$ cat config.mk
export PLATFORM = sky130hd
export DESIGN_NAME = strand_select_stage
export DESIGN_NICKNAME = d
export VERILOG_FILES = /design/src/rtl/strand_select_stage_pkg.sv /design/src/rtl/strand_select_stage_rr_arbiter4.sv /design/src/rtl/strand_select_stage.sv
export SDC_FILE = /design/constraint.sdc
export NUM_CORES = 1
export LEC_CHECK = 0
export CAP_MARGIN = 30
export CORE_MARGIN = 10
export CORE_UTILIZATION = 41
export CTS_CLUSTER_DIAMETER = 120
export DETAILED_ROUTE_END_ITERATION = 8
export PLACE_DENSITY_LB_ADDON = 0.12
export SLEW_MARGIN = 20
export SYNTH_ARGS = -nofsm -noshare
export SYNTH_HDL_FRONTEND = slang
export SYNTH_HIERARCHICAL = 1
export SYNTH_SLANG_ARGS = --single-unit
export TNS_END_PERCENT = 5
$ cat constraint.sdc
create_clock -name clk -period 7.89 [get_ports clk]
set_input_delay 1.578 -clock clk [delete_from_list [all_inputs] [get_ports clk]]
set_output_delay 1.578 -clock clk [all_outputs]
set_load 0.1 [all_outputs]
$ cat src/rtl/strand_select_stage_pkg.sv
// Shared definitions for the strand select stage: strand count, id width
// and the per-strand scheduling states.
package strand_select_stage_pkg;

  localparam int NUM_STRANDS = 4;
  localparam int STRAND_ID_W = 2;

  typedef enum logic [1:0] {
    STRAND_READY         = 2'd0,
    STRAND_SUSPENDED     = 2'd1,
    STRAND_ROLLBACK_WAIT = 2'd2
  } strand_state_t;

endpackage

$ cat src/rtl/strand_select_stage_rr_arbiter4.sv
// Four-way round-robin arbiter; the registered pointer remembers the last
// granted requester so the search starts one past it.
module rr_arbiter4
  import strand_select_stage_pkg::*;
(
  input  logic                   clk,
  input  logic                   reset,
  input  logic                   enable,
  input  logic [NUM_STRANDS-1:0] req,
  output logic [NUM_STRANDS-1:0] grant
);

  logic [STRAND_ID_W-1:0] last_q;
  logic [STRAND_ID_W-1:0] pick;
  logic [STRAND_ID_W-1:0] idx;
  logic                   found;

  // Offset NUM_STRANDS wraps back onto last_q, so it is checked last.
  always_comb begin
    grant = '0;
    found = 1'b0;
    pick  = last_q;
    idx   = '0;
    for (int i = 1; i <= NUM_STRANDS; i++) begin
      idx = last_q + STRAND_ID_W'(i);
      if (enable && !found && req[idx]) begin
        grant[idx] = 1'b1;
        pick       = idx;
        found      = 1'b1;
      end
    end
  end

  always_ff @(posedge clk) begin
    if (reset) begin
      last_q <= STRAND_ID_W'(NUM_STRANDS - 1);
    end else if (found) begin
      last_q <= pick;
    end
  end

endmodule

$ cat src/rtl/strand_select_stage.sv
// Picks one eligible strand per cycle, tracks each strand's suspend and
// rollback status, and registers the chosen instruction for the next stage.
module strand_select_stage
  import strand_select_stage_pkg::*;
#(
  parameter int ROLLBACK_WAIT_CYCLES = 2
) (
  input  logic                         clk,
  input  logic                         reset,
  input  logic [NUM_STRANDS-1:0]       instruction_valid_i,
  input  logic [32*NUM_STRANDS-1:0]    instruction_i,
  input  logic [32*NUM_STRANDS-1:0]    pc_i,
  output logic [NUM_STRANDS-1:0]       instruction_request_o,
  input  logic [NUM_STRANDS-1:0]       strand_enable_i,
  input  logic [NUM_STRANDS-1:0]       suspend_strand_i,
  input  logic [NUM_STRANDS-1:0]       resume_strand_i,
  input  logic [NUM_STRANDS-1:0]       rollback_strand_i,
  input  logic                         stall_i,
  output logic                         valid_o,
  output logic [31:0]                  instruction_o,
  output logic [31:0]                  pc_o,
  output logic [STRAND_ID_W-1:0]       strand_id_o
);

  localparam int CNT_W = (ROLLBACK_WAIT_CYCLES > 1) ? $clog2(ROLLBACK_WAIT_CYCLES + 1) : 1;
  localparam logic [CNT_W-1:0] CNT_LOAD = CNT_W'(ROLLBACK_WAIT_CYCLES);

  strand_state_t          state_q [NUM_STRANDS];
  strand_state_t          state_d [NUM_STRANDS];
  logic [CNT_W-1:0]       cnt_q   [NUM_STRANDS];
  logic [CNT_W-1:0]       cnt_d   [NUM_STRANDS];
  logic [NUM_STRANDS-1:0] eligible;
  logic [NUM_STRANDS-1:0] grant;
  logic [STRAND_ID_W-1:0] grant_idx;
  logic                   grant_any;
  logic [31:0]            instr_lane [NUM_STRANDS];
  logic [31:0]            pc_lane    [NUM_STRANDS];

  always_ff @(posedge clk) begin
    if (reset) begin
      for (int i = 0; i < NUM_STRANDS; i++) begin
        state_q[i] <= STRAND_READY;
        cnt_q[i]   <= '0;
      end
    end else begin
      for (int i = 0; i < NUM_STRANDS; i++) begin
        state_q[i] <= state_d[i];
        cnt_q[i]   <= cnt_d[i];
      end
    end
  end

  // Rollback beats resume beats suspend; a counter at 0 is also treated as
  // expired so a zero wait parameter cannot strand a thread forever.
  always_comb begin
    eligible = '0;
    for (int i = 0; i < NUM_STRANDS; i++) begin
      state_d[i] = state_q[i];
      cnt_d[i]   = cnt_q[i];
      if (rollback_strand_i[i]) begin
        state_d[i] = STRAND_ROLLBACK_WAIT;
        cnt_d[i]   = CNT_LOAD;
      end else if (resume_strand_i[i] && state_q[i] == STRAND_SUSPENDED) begin
        state_d[i] = STRAND_READY;
      end else if (suspend_strand_i[i] && state_q[i] == STRAND_READY) begin
        state_d[i] = STRAND_SUSPENDED;
      end else if (state_q[i] == STRAND_ROLLBACK_WAIT) begin
        if (cnt_q[i] <= CNT_W'(1)) begin
          state_d[i] = STRAND_READY;
          cnt_d[i]   = '0;
        end else begin
          cnt_d[i] = cnt_q[i] - CNT_W'(1);
        end
      end
      eligible[i] = (state_q[i] == STRAND_READY) && strand_enable_i[i] &&
                    instruction_valid_i[i] && !rollback_strand_i[i] &&
                    !suspend_strand_i[i];
    end
  end

  rr_arbiter4 u_arbiter (
    .clk    (clk),
    .reset  (reset),
    .enable (!stall_i && !reset),
    .req    (eligible),
    .grant  (grant)
  );

  assign instruction_request_o = grant;
  assign grant_any             = |grant;

  always_comb begin
    grant_idx = '0;
    for (int i = 0; i < NUM_STRANDS; i++) begin
      instr_lane[i] = instruction_i[32*i +: 32];
      pc_lane[i]    = pc_i[32*i +: 32];
      if (grant[i]) begin
        grant_idx = STRAND_ID_W'(i);
      end
    end
  end

  // A stalled output is still killed if its own strand rolls back.
  always_ff @(posedge clk) begin
    if (reset) begin
      valid_o       <= 1'b0;
      instruction_o <= '0;
      pc_o          <= '0;
      strand_id_o   <= '0;
    end else if (!stall_i) begin
      if (grant_any) begin
        valid_o       <= 1'b1;
        instruction_o <= instr_lane[grant_idx];
        pc_o          <= pc_lane[grant_idx];
        strand_id_o   <= grant_idx;
      end else begin
        valid_o <= 1'b0;
      end
    end else if (valid_o && rollback_strand_i[strand_id_o]) begin
      valid_o <= 1'b0;
    end
  end

endmodule

[After elaboration in Yosys (flattened, before gate mapping)]
Memory sizes are Yosys's and may differ from the RTL's.
Cells that the tools add are included.
Word-level totals
  flip-flop bits (word level): 69
  bits in writable memories: 16
  output and inout bits: 71
  word-level logic and storage cells: 201
  memories kept: 2
Operators by class
  $add $sub $neg: 7
  order comparisons: 14
  equal/unequal tests: 9
  multiplexer cells: 92
  bitwise gates (word level): 14
  reductions and logical operators: 58
Memory list
  cnt_q: words 4, bits a word 2, rd ports 4, clocked after Yosys merged registers in 0, wr ports 4, line strand_select_stage.sv:30  | logic [CNT_W-1:0] cnt_q [NUM_STRANDS];
  state_q: words 4, bits a word 2, rd ports 4, clocked after Yosys merged registers in 0, wr ports 4, line strand_select_stage.sv:28  | strand_state_t state_q [NUM_STRANDS];
Operator list (number)
  $bmux 32 s2: 2
  $mux 32: 4
  $mux 2: 53
  $logic_and 1x1->1: 37
  $mux 1: 20
  $mux 4: 4
  $lt 2x3->1 const B: 5
  $logic_not 1->1: 13
  $or 4x4->4: 3
  $bmux 1 s2: 5
  $demux 1 s2: 4
  $eq 2x1->1 const B: 4
  $eq 2x2->1 const B: 4
  $ge 2x1->1 const B: 4
  $le 2x1->1 const B: 4
  $logic_not 2->1: 4
  $or 1x1->1: 8
  $sub 2x1->2 const B: 4
  $add 2x2->2 const B: 2
  $reduce_or 4->1: 1
  $ge 3x3->1 const B: 1
  $not 2->3: 1
  $reduce_and 3->1: 1
  $reduce_bool 3->1: 1
  4 further kinds: 5

[Logic depth before layout (Yosys ltp)]
Gate-level depths: netlist of the first run.
An unclocked memory read counts as a cell.
  depth after elaboration: 29
  depth in mapped cells: 16
  gate-level depth less buffers: 11

[Cells and area by module]
Netlist of the first run, hierarchy kept.
Modules (own cells, without submodules)
  strand_select_stage: times used 1, cells an instance 523, area each 5134.9 um^2, sequential area each 1661.6 um^2
  rr_arbiter4: times used 1, cells an instance 57, area each 529.3 um^2, sequential area each 40.0 um^2

[Worst setup path after synthesis of the first run]
OpenSTA, ideal clock, no wires.
  kind: input -> register
  start: input reset
  end: register instruction_o[0]
  library setup time: 146 ps
  data arrival time: 5402 ps
  path slack: 2342 ps
  stages on the path: 14
  path buffers: 5
  path through: clkbuf_1 buf_1 nor2_1 buf_1 and2_1 a22oi_2 o21ai_0 nor3_2 a221o_1 buf_2 buf_1 mux2_2 a221oi_1 a211oi_2
On the way
  longest elaborated chain between the ends: 23
  elaborated cells between the ends (all ways): 31
  those cells by class: mux (13); bitwise (4); reduce/logical (14)
RTL lines
  start, declared: line strand_select_stage.sv:9  | input logic reset,
  $logic_not 1->1 (*): line strand_select_stage.sv:84  | .enable (!stall_i && !reset),
  $logic_and 1x1->1 (*): line strand_select_stage.sv:84
  $logic_and 1x1->1: line strand_select_stage_rr_arbiter4.sv:26  | if (enable && !found && req[idx]) begin
  $mux 1: line strand_select_stage_rr_arbiter4.sv:26
  $logic_not 1->1: line strand_select_stage_rr_arbiter4.sv:26
  $logic_and 1x1->1 (2 in a row): line strand_select_stage_rr_arbiter4.sv:26
  $mux 1: line strand_select_stage_rr_arbiter4.sv:26
  $logic_not 1->1: line strand_select_stage_rr_arbiter4.sv:26
  (+4 left out)
  $logic_and 1x1->1 (2 in a row): line strand_select_stage_rr_arbiter4.sv:26
  $mux 4 (*): line strand_select_stage_rr_arbiter4.sv:26
  named net instruction_request_o[1]: line strand_select_stage.sv:13  | output logic [NUM_STRANDS-1:0] instruction_request_o,
  $mux 1: line strand_select_stage.sv:97  | if (grant[i]) begin
  $mux 2 (2 in a row): line strand_select_stage.sv:97
  $not 2->3 (not written as such): line strand_select_stage.sv:113  | instruction_o <= instr_lane[grant_idx];
  $bmux 32 s2: line strand_select_stage.sv:113
  $mux 32 (not written as such) (2 in a row): line strand_select_stage.sv:113
  end signal, assigned: line strand_select_stage.sv:113
  end, declared: line strand_select_stage.sv:20  | output logic [31:0] instruction_o,
The timed path passes the listed nets; every way through them passes the cells marked *. The select of a mux whose other input is x is not followed.
A chain may end at the register's enable or synchronous reset.

[Worst setup path in the final report of the first run]
  start: input rollback_strand_i[1]
  end: output instruction_request_o[0]
On the way
  longest elaborated chain between the ends: 19
  elaborated cells between the ends (all ways): 31
  those cells by class: mux (15); bitwise (3); reduce/logical (13)
RTL lines
  start, declared: line strand_select_stage.sv:17  | input logic [NUM_STRANDS-1:0] rollback_strand_i,
  $logic_not 1->1 (*): line strand_select_stage.sv:76  | instruction_valid_i[i] && !rollback_strand_i[i] &&
  $logic_and 1x1->1 (*) (2 in a row): line strand_select_stage.sv:76
  named net eligible[1]: line strand_select_stage.sv:32  | logic [NUM_STRANDS-1:0] eligible;
  $bmux 1 s2: line strand_select_stage_rr_arbiter4.sv:26
  $mux 1 (not written as such): line strand_select_stage_rr_arbiter4.sv:26
  $logic_and 1x1->1: line strand_select_stage_rr_arbiter4.sv:26
  $mux 1: line strand_select_stage_rr_arbiter4.sv:26
  $logic_not 1->1: line strand_select_stage_rr_arbiter4.sv:26
  $logic_and 1x1->1 (2 in a row): line strand_select_stage_rr_arbiter4.sv:26
  $mux 1: line strand_select_stage_rr_arbiter4.sv:26
  $logic_not 1->1: line strand_select_stage_rr_arbiter4.sv:26
  $logic_and 1x1->1 (2 in a row): line strand_select_stage_rr_arbiter4.sv:26
  $mux 1: line strand_select_stage_rr_arbiter4.sv:26
  $logic_not 1->1: line strand_select_stage_rr_arbiter4.sv:26
  $logic_and 1x1->1 (2 in a row): line strand_select_stage_rr_arbiter4.sv:26
  $mux 4 (*): line strand_select_stage_rr_arbiter4.sv:26
  end, declared: line strand_select_stage.sv:13
Marks and branches as above.

==> results.yml, run 1 <==
critical_path:
  critical_path.max_stage_delay_ns: 1.16
  end_kind: "primary output"
  crit_family: "buffers and inverters"
  critical_path.most_common_cell: "clkdlybuf4s50_1"
  crit_arrival_ns: 4.98
  path_class: "in2out"
  cp_cell_sequence: "clkdlybuf4s50_1 -> nor4_1 -> and3_1 -> mux4_2 -> o21a_1 -> nor2_1 -> a221o_1 -> clkdlybuf4s50_1"
  required_ns: 6.31
  cp_max_fo: 7
  critPathBufInv: 2
  critical_path.slowest_cell: "clkdlybuf4s50_1"
  worstSetupStartpointType: "input pin"
synth:
  syn_inst: 580
  synth_mux_area_frac: 0.1462
  synth.largest_area_cell: "dfxtp_1"
  synthSimpleGateAreaFrac: 0.1204
  synth_top_family_by_area: "compound AO/OA/AOI/OAI gates"
  ys_seq_area_frac: 0.3004
  synthTopCellsByArea: "dfxtp_1 (30%), mux2_2 (13%), a211oi_2 (11%)"
  synth_top_area_frac: 0.3004
  netlist_area_mm2: 0.005664
  synth_fa_ha_area_frac: 0.01546
  synth.avg_cell_area_um2: 9.766
  synthXorXnorAreaFrac: 0.001546
  synth-main-ff-cell: "dfxtp_1"
  synth-async-reset-ratio: 0
  synth_edf_count: 0
  yosysWarningCount: 6
  synth_cell_types: 46
  syn_nets: 866
  ys_ff_latch: 85
  synth_compound_area_frac: 0.3537
routing:
  firstDrtPassIters: 5
  wl_met3_mm: 2.385
  via_per_inst: 5.842
  dr.max_layer_used: "met5"
  drt_iter0_drc: 545
  wl_met2_mm: 13.05
  drt-met1-wl_mm: 9.199
  avgRoutedWirePerCell_um: 23.47
  dr_total_vias: 6298
  postRouteWirelength_mm: 25.30
  drc: 0
  ant_nets: 0
clocking:
  cts_resized: 0
  clock_sinks: 85
  worstSkewPairLatency_ns: 0.34
  htreeDepth: 3
  cts_made_buffers: 9
  cts_root_buffer: "clkbuf_16"
  clk_pin_slew_ns: 0.06
  ctsHoldBuffers: 0
  cts_tree: "yes"
  post_cts_buffers: 0
  clockBufferDepth: 2
layout:
  final_cell_mix: "clkdlybuf4s50_1 (345), dfxtp_1 (85), a21oi_1 (80), mux2_2 (66), a211oi_2 (50)"
  drive_above_1_share: 0.1907
  nFillCells: 1004
  layout_commonest_cell: "clkdlybuf4s50_1"
  nNetsFinal: 1185
  instances_no_fill: 1078
  diodes: 0
  area_growth_pct: 75.22
pwr:
  cellLeakagePower_nw: 3.523
  peakVddDrop_mv: 0.1161
  switching_power_w: 0.0003524
  power_density_mw_per_mm2: 128.8
  pwr-share-comb: 0.292
  clkPwrFrac: 0.354
  swShare: 0.2757
  power.share.sequential: 0.354
  p_int_w: 0.0009258
die:
  coreArea_mm2: 0.01340
  start_util: 0.4227
  die_h_um: 137.5
  rows: 42
  io_pins: 350
  dieArea_mm2: 0.01892
  fp.dieW_um: 137.5
sta:
  max_freq_mhz: 152.4
  tightest_slew_ns: 1.056
  setup_slack_ns: 1.330
  rsz0062_at_grt: "no"
  fin_worst_skew_ns: 0.009010
  hold_viol_final: 0
  slew_headroom: 0.2936
  setup_viol: 0
  drv_slew: 0
  finalSetupTns_ns: 0
  fin_crit_ns: 6.560
  period_share: 0.8314
  timing.hold.ws_ns: 0.4918
global_routing:
  grt_pass1_wl_mm: 37.32
  grt_start_max_net_pins: 68
  overflow: 0
  track_usage: 0.2508
  grt_pass1_vias: 6504
  grt_antenna_before_repair: 1
worst_hold_path:
  min_path_type: "reg2reg"
run:
  maxCapViolCount: 0
place:
  dp.cells: 1063
  portBuffers: 349
  pre_cts_slack_ns: 1.390
  dp.final_hpwl_mm: 19.84
  finalWeightedCongestion: 0.9348
status:
  status: "completed"
-- power groups by stage --
stage	registers [W]	logic, W	clock network [W]
6_report	0.000453	0.000373	0.000452
5_1_grt	0.000454	0.000393	0.000480
4_1_cts	0.000453	0.000374	0.000461
3_5_place_dp	0.000462	0.000373	0
3_3_place_gp	0.000461	0.000350	0
2_1_floorplan	0.000529	0.000107	0
-- routing by layer --
layer	global-route usage	up-vias
li1	-	2967
met1	0.2709	2998
met2	0.4521	286
met3	0.08449	45
met4	0.07377	2
met5	0	-
-- cell families after synthesis --
group | count (synthesis)
buffers and inverters | 76
multiplexers | 72
adder cells (fa/ha/maj) | 7
flip-flops | 85
AO/OA/AOI/OAI | 244
AND/OR/NAND/NOR | 95
XOR/XNOR | 1
-- registers in the layout, indices dropped and copies added, names as in the netlist --
signal	cells
cnt_q	8
instruction_o	32
pc_o	32
state_q	8
strand_id_o	2
u_arbiter/last_q	2
valid_o	1
-- final timing paths --
kind                             start                        to  slack [ns]  depth (start not counted)
setup reg to reg   u_arbiter/last_q[0]          instruction_o[1]        2.92                         11
hold / removal             cnt_q[3][1]               cnt_q[3][1]        0.49                          2
hold reg to reg            cnt_q[3][1]               cnt_q[3][1]        0.49                          2
setup / recovery  rollback_strand_i[1]  instruction_request_o[0]        1.33                          8
-- worst reg2reg max path, cell delays in order (launching register included) --
cell and delay (ns):
dfxtp_1 0.68, inv_1 0.24, ha_1 0.51, mux4_2 0.46, o21a_1 0.28, nor2_1 0.28
a221o_4 0.51, buf_4 0.65, nor2_4 0.19, buf_4 0.36, a221oi_1 0.56, a211oi_2 0.13
-- stage by stage --
step | instance area, µm² | utilization | total power (W)
2_1_floorplan | 5664 | - | 0.0006351
3_3_place_gp | 9124 | 0.6809 | 0.0008114
3_5_place_dp | 9584 | 0.7152 | 0.0008349
4_1_cts | 9897 | 0.7386 | 0.001287
5_1_grt | 9925 | 0.7406 | 0.001327
6_report | 9925 | 0.7406 | 0.001278
-- cell type report --
| cell class | instances | area, µm² | share of cell area |
|---|---|---|---|
| Multi-Input combinational cell | 419 | 3632 | 0.3660 |
| Inverter | 11 | 41.29 | 0.004160 |
| Clock inverter | 4 | 73.82 | 0.007438 |
| Clock buffer | 10 | 239.0 | 0.02408 |
| Tap cell | 176 | 220.2 | 0.02219 |
| Timing Repair Buffer | 373 | 4016 | 0.4047 |
| Sequential cell | 85 | 1702 | 0.1715 |
-- cells in the mapped netlist, types with 2 or more instances --
cell      instances
dfxtp_1          85
a21oi_1          80
mux2_2           66
a211oi_2         50
clkbuf_1         43
a221oi_1         42
and3b_1          41
a222oi_1         23
a211oi_1         17
o21ai_0          13
nor3_1           11
inv_1            10
buf_1             8
buf_6             8
nor2_1            8
ha_1              7
nand2b_1          7
nor2b_1           7
a22oi_1           6
buf_2             5
a221o_1           4
mux2i_1           4
nand2_1           4
nor4bb_1          4
nand3_1           3
a22oi_2           2
and3_1            2
mux4_2            2
Note: power is estimated with default switching activity, not from simulation.
==> inputs of run 2 (changes only) <==
--- a/config.mk
+++ b/config.mk
@@ -7,7 +7,7 @@
 export LEC_CHECK = 0
 export CAP_MARGIN = 30
 export CORE_MARGIN = 10
-export CORE_UTILIZATION = 41
+export CORE_UTILIZATION = 38
 export CTS_CLUSTER_DIAMETER = 120
 export DETAILED_ROUTE_END_ITERATION = 8
 export PLACE_DENSITY_LB_ADDON = 0.12
==> constraint.sdc (replaced) <==
create_clock -name clk -period 6.5 [get_ports clk]
set_input_delay 1.3 -clock clk [delete_from_list [all_inputs] [get_ports clk]]
set_output_delay 1.3 -clock clk [all_outputs]
set_load 0.1 [all_outputs]
==> run 2 against run 1 <==
Against the previous run: clock-buffer cell count is 4 higher; core utilization down 6.3 points; clock power grew 6.6%; critical endpoint is now instruction_request_o[3]; clock skew down 0.0030 ns; design area shrank 0.42%; sequential power rose by 21%; sequential cell count is the same; power increased by 16%; final cell count grew 0.83%.
==> results.yml, run 2 (synthesis gave the netlist of run 1 again) <==
status:
  status: "completed"
die:
  coreArea_mm2: 0.01459
  fp.dieW_um: 142.1
  io_pins: 350
  rows: 44
  start_util: 0.3883
  dieArea_mm2: 0.02019
  die_h_um: 142.1
sta:
  rsz0062_at_grt: "no"
  tightest_slew_ns: 1.058
  hold_viol_final: 0
  drv_slew: 0
  setup_viol: 0
  slew_headroom: 0.2921
  finalSetupTns_ns: 0
  period_share: 0.8548
  fin_worst_skew_ns: 0.006037
  max_freq_mhz: 180.0
  fin_crit_ns: 5.556
layout:
  layout_commonest_cell: "clkdlybuf4s50_1"
  drive_above_1_share: 0.1905
  final_cell_mix: "clkdlybuf4s50_1 (344), dfxtp_1 (85), a21oi_1 (80), mux2_2 (66), a211oi_2 (50)"
  instances_no_fill: 1087
  reg_top3: "instruction_o x32, pc_o x32"
  area_growth_pct: 74.49
  fin_util: 0.6774
  diodes: 0
  nFillCells: 1125
  nNetsFinal: 1185
  finalInstanceArea_mm2: 0.009883
critical_path:
  r2r_slack_ns: 1.90
  end_kind: "primary output"
  endpoint: "instruction_request_o[3]"
  crit_arrival_ns: 4.26
  worstSetupStartpoint: "rollback_strand_i[1]"
  path_class: "in2out"
  cp_max_fo: 60
  r2r-start: "u_arbiter/last_q[0]"
  r2r_cells: 10
  required_ns: 5.20
  r2r_end: "instruction_o[18]"
  worstSetupStartpointType: "input pin"
global_routing:
  track_usage: 0.2350
  grt_pass1_wl_mm: 38.26
  overflow: 0
  grt_antenna_before_repair: 0
  grt_pass1_vias: 6679
  grt_start_max_net_pins: 69
pwr:
  swShare: 0.2811
  switching_power_w: 0.0004174
  peakVddDrop_mv: 0.09910
  pwr-share-comb: 0.305
  clkPwrFrac: 0.324
  p_int_w: 0.001068
  power_density_mw_per_mm2: 150.3
  power.share.sequential: 0.371
  cellLeakagePower_nw: 3.503
  total_power_w: 0.001485
routing:
  postRouteWirelength_mm: 25.21
  drc: 0
  via_per_inst: 5.803
  avgRoutedWirePerCell_um: 23.20
  dr_total_vias: 6308
  drt_iter0_drc: 445
  ant_nets: 0
  firstDrtPassIters: 5
clocking:
  cts_root_buffer: "clkbuf_16"
  clock_sinks: 85
  cts_made_buffers: 9
  clockBufferDepth: 2
  post_cts_buffers: 0
  cts_resized: 0
  htreeDepth: 3
  worstSkewPairLatency_ns: 0.33
  clk_pin_slew_ns: 0.05
  cts_tree: "yes"
  ctsHoldBuffers: 0
worst_hold_path:
  min_path_type: "reg2reg"
place:
  place_area_mm2: 0.009577
  portBuffers: 349
  dp.cells: 1071
  dp.final_hpwl_mm: 19.76
  finalWeightedCongestion: 0.8745
run:
  maxCapViolCount: 0
==> run 2: power groups by stage <==
stage	Clock [W]	Sequential (W)	Combinational (W)
finish	0.000482	0.000550	0.000453
global route	0.000516	0.000552	0.000479
CTS	0.000492	0.000550	0.000455
detailed placement	0	0.000562	0.000453
global placement	0	0.000560	0.000428
floorplan	0	0.000642	0.000129
==> run 2: cell type report <==
| cell class | count | area [µm²] | share of cell area |
|---|---|---|---|
| multi-input combinational | 419 | 3632 | 0.3675 |
| clock buffer | 14 | 274.0 | 0.02773 |
| inverter | 11 | 41.29 | 0.004178 |
| clock inverter | 1 | 5.005 | 0.0005064 |
| tap | 184 | 230.2 | 0.02329 |
| timing repair buffer | 373 | 3999 | 0.4046 |
| sequential | 85 | 1702 | 0.1722 |
==> run 2: worst max-delay path, stage by stage <==
cell and delay [ns]:
clkdlybuf4s50_1 0.55, nor4_1 0.08, and3_1 0.23, mux4_2 0.58, o21a_1 0.28, nor2_1 0.29
a221o_4 0.68, buf_12 0.26
==> run 2: how the worst min path moves through the flow <==
| stage | to | start | slack [ns] | depth (start not counted) |
|---|---|---|---|---|
| floorplan | cnt_q[1][1] | cnt_q[1][1] | 0.46 | 2 |
| global placement | cnt_q[3][1] | cnt_q[3][1] | 0.47 | 2 |
| detailed placement | cnt_q[2][1] | cnt_q[2][1] | 0.48 | 2 |
| CTS | cnt_q[2][1] | cnt_q[2][1] | 0.50 | 2 |
| global route | cnt_q[2][1] | cnt_q[2][1] | 0.54 | 2 |
| finish | cnt_q[2][1] | cnt_q[2][1] | 0.50 | 2 |
==> run 2: per-stage QoR <==
stage,hold WS (ns),setup slack [ns]
2_1_floorplan,0.4582,1.230
3_3_place_gp,0.4722,1.066
3_5_place_dp,0.4827,0.8539
4_1_cts,0.4969,0.9878
5_1_grt,0.5356,0.7639
6_report,0.5010,0.9436
==> run 2: per-layer routing <==
metal / track usage / vias to the layer above / part of all wire
met5: 0 / - / 0
met4: 0.05702 / 0 / 0.020
met3: 0.07977 / 32 / 0.087
met2: 0.4379 / 272 / 0.53
met1: 0.2459 / 3039 / 0.37
li1: - / 2965 / -
==> inputs of run 3 (changes only) <==
--- a/config.mk
+++ b/config.mk
@@ -8,6 +8,7 @@
 export CAP_MARGIN = 30
 export CORE_MARGIN = 10
 export CORE_UTILIZATION = 38
+export CTS_BUF_LIST = sky130_fd_sc_hd__clkbuf_16
 export CTS_CLUSTER_DIAMETER = 120
 export DETAILED_ROUTE_END_ITERATION = 8
 export PLACE_DENSITY_LB_ADDON = 0.12
==> run 3 against run 2 <==
Against the previous run: power shrank 2.7%; non-clock buffer count stayed put; clock power down 8.5%; highest routed layer unchanged.
==> results.yml, run 3 (synthesis gave the netlist of run 1 again) <==
worst_hold_path:
  holdPathEnd: "cnt_q[2][1]"
  hp-start: "cnt_q[2][1]"
  holdPathStages: 2
  min_path_type: "reg2reg"
global_routing:
  grt_antenna_before_repair: 0
  grt_pass1_vias: 6710
  grt_pass1_wl_mm: 38.31
  overflow: 0
  track_usage: 0.2353
  grt_start_max_net_pins: 69
critical_path:
  worstSetupStartpointType: "input pin"
  critical_path.max_stage_delay_ns: 0.67
  required_ns: 5.20
  worstSetupStartpoint: "rollback_strand_i[1]"
  r2r_cells: 10
  end_kind: "primary output"
  cp_cell_sequence: "clkdlybuf4s50_1 -> nor4_1 -> and3_1 -> mux4_2 -> o21a_1 -> nor2_1 -> a221o_4 -> buf_12"
  r2r_end: "instruction_o[18]"
  r2r-start: "u_arbiter/last_q[0]"
  path_class: "in2out"
  crit_arrival_ns: 4.25
  cp_max_fo: 60
  r2r_slack_ns: 1.95
  critical_path.slowest_cell: "a221o_4"
routing:
  drc: 0
  ant_nets: 0
  firstDrtPassIters: 6
  dr_total_vias: 6324
  via_per_inst: 5.818
  postRouteWirelength_mm: 25.19
  drt_iter0_drc: 507
  avgRoutedWirePerCell_um: 23.17
pwr:
  power_density_mw_per_mm2: 146.7
  cellLeakagePower_nw: 3.495
  peakVddDrop_mv: 0.09139
sta:
  drv_slew: 0
  fin_crit_ns: 5.555
  setup_slack_ns: 0.9453
  max_freq_mhz: 180.0
  tightest_slew_ns: 1.053
  slew_headroom: 0.2961
  hold_viol_final: 0
  period_share: 0.8546
  setup_viol: 0
  rsz0062_at_grt: "no"
  fin_worst_skew_ns: 0.005437
  finalSetupTns_ns: 0
clocking:
  post_cts_buffers: 0
  clockBufferDepth: 2
  htreeDepth: 3
  cts_resized: 0
  ctsHoldBuffers: 0
  cts_made_buffers: 9
  cts_tree: "yes"
  cts_root_buffer: "clkbuf_16"
  clk_pin_slew_ns: 0.06
  worstSkewPairLatency_ns: 0.33
  clock_sinks: 85
layout:
  reg_top3: "instruction_o x32, pc_o x32"
  nNetsFinal: 1185
  fin_util: 0.6754
  nFillCells: 1125
  area_growth_pct: 73.96
  regArea_mm2: 0.001702
  finalInstanceArea_mm2: 0.009853
  diodes: 0
  drive_above_1_share: 0.1872
  layout_commonest_cell: "clkdlybuf4s50_1"
  final_cell_mix: "clkdlybuf4s50_1 (344), dfxtp_1 (85), a21oi_1 (80), mux2_2 (66), a211oi_2 (50)"
  multi_input_area_mm2: 0.003632
place:
  dp.final_hpwl_mm: 19.76
  portBuffers: 349
  pre_cts_slack_ns: 0.8539
  finalWeightedCongestion: 0.8745
  place_area_mm2: 0.009577
die:
  start_util: 0.3883
  coreArea_mm2: 0.01459
  dieArea_mm2: 0.02019
  die_h_um: 142.1
  io_pins: 350
  rows: 44
  fp.dieW_um: 142.1
status:
  status: "completed"
run:
  maxCapViolCount: 0
[run 3: per-layer routing]
| layer | up-vias | share of wire | global-route usage |
|---|---|---|---|
| met5 | - | 0 | 0 |
| met4 | 0 | 0.021 | 0.06132 |
| met3 | 37 | 0.091 | 0.08144 |
| met2 | 279 | 0.52 | 0.4360 |
| met1 | 3044 | 0.36 | 0.2457 |
| li1 | 2964 | - | - |
[run 3: worst max path at each step]
stage,to,slack [ns],depth (start not counted)
4_1_cts,instruction_request_o[3],0.99,8
3_5_place_dp,instruction_o[18],0.85,10
6_report,instruction_request_o[3],0.95,8
2_1_floorplan,instruction_o[0],1.23,14
3_3_place_gp,instruction_o[21],1.07,10
5_1_grt,instruction_request_o[3],0.76,8
[run 3: report_power, final]
group          switching [W]  total (W)  internal, W  leakage (nW)
Combinational       0.000212   0.000454     0.000242          2.68
Clock               0.000192   0.000441     0.000249         0.130
Sequential         0.0000122   0.000550     0.000538         0.689
[run 3: final cells by class]
type                       count  share of cell area
tap                          184             0.02337
sequential                    85              0.1727
timing repair buffer         373              0.4058
inverter                      11            0.004190
clock inverter                 6            0.002413
multi-input combinational    419              0.3686
clock buffer                   9             0.02286
[run 3: critical path, delay by kind of cell]
family / cells / cell delay, ns
buffers and inverters: 2 / 0.81
and+or+nand+nor: 3 / 0.60
AOI/OAI and AO/OA: 2 / 0.95
muxes: 1 / 0.58
[run 3: metrics by stage]
step | instances | total power (W) | hold slack [ns]
2_1_floorplan | 580 | 0.0007710 | 0.4582
3_3_place_gp | 1056 | 0.0009880 | 0.4722
3_5_place_dp | 1071 | 0.001015 | 0.4827
4_1_cts | 1086 | 0.001457 | 0.4969
5_1_grt | 1087 | 0.001507 | 0.5356
6_report | 1087 | 0.001445 | 0.5003
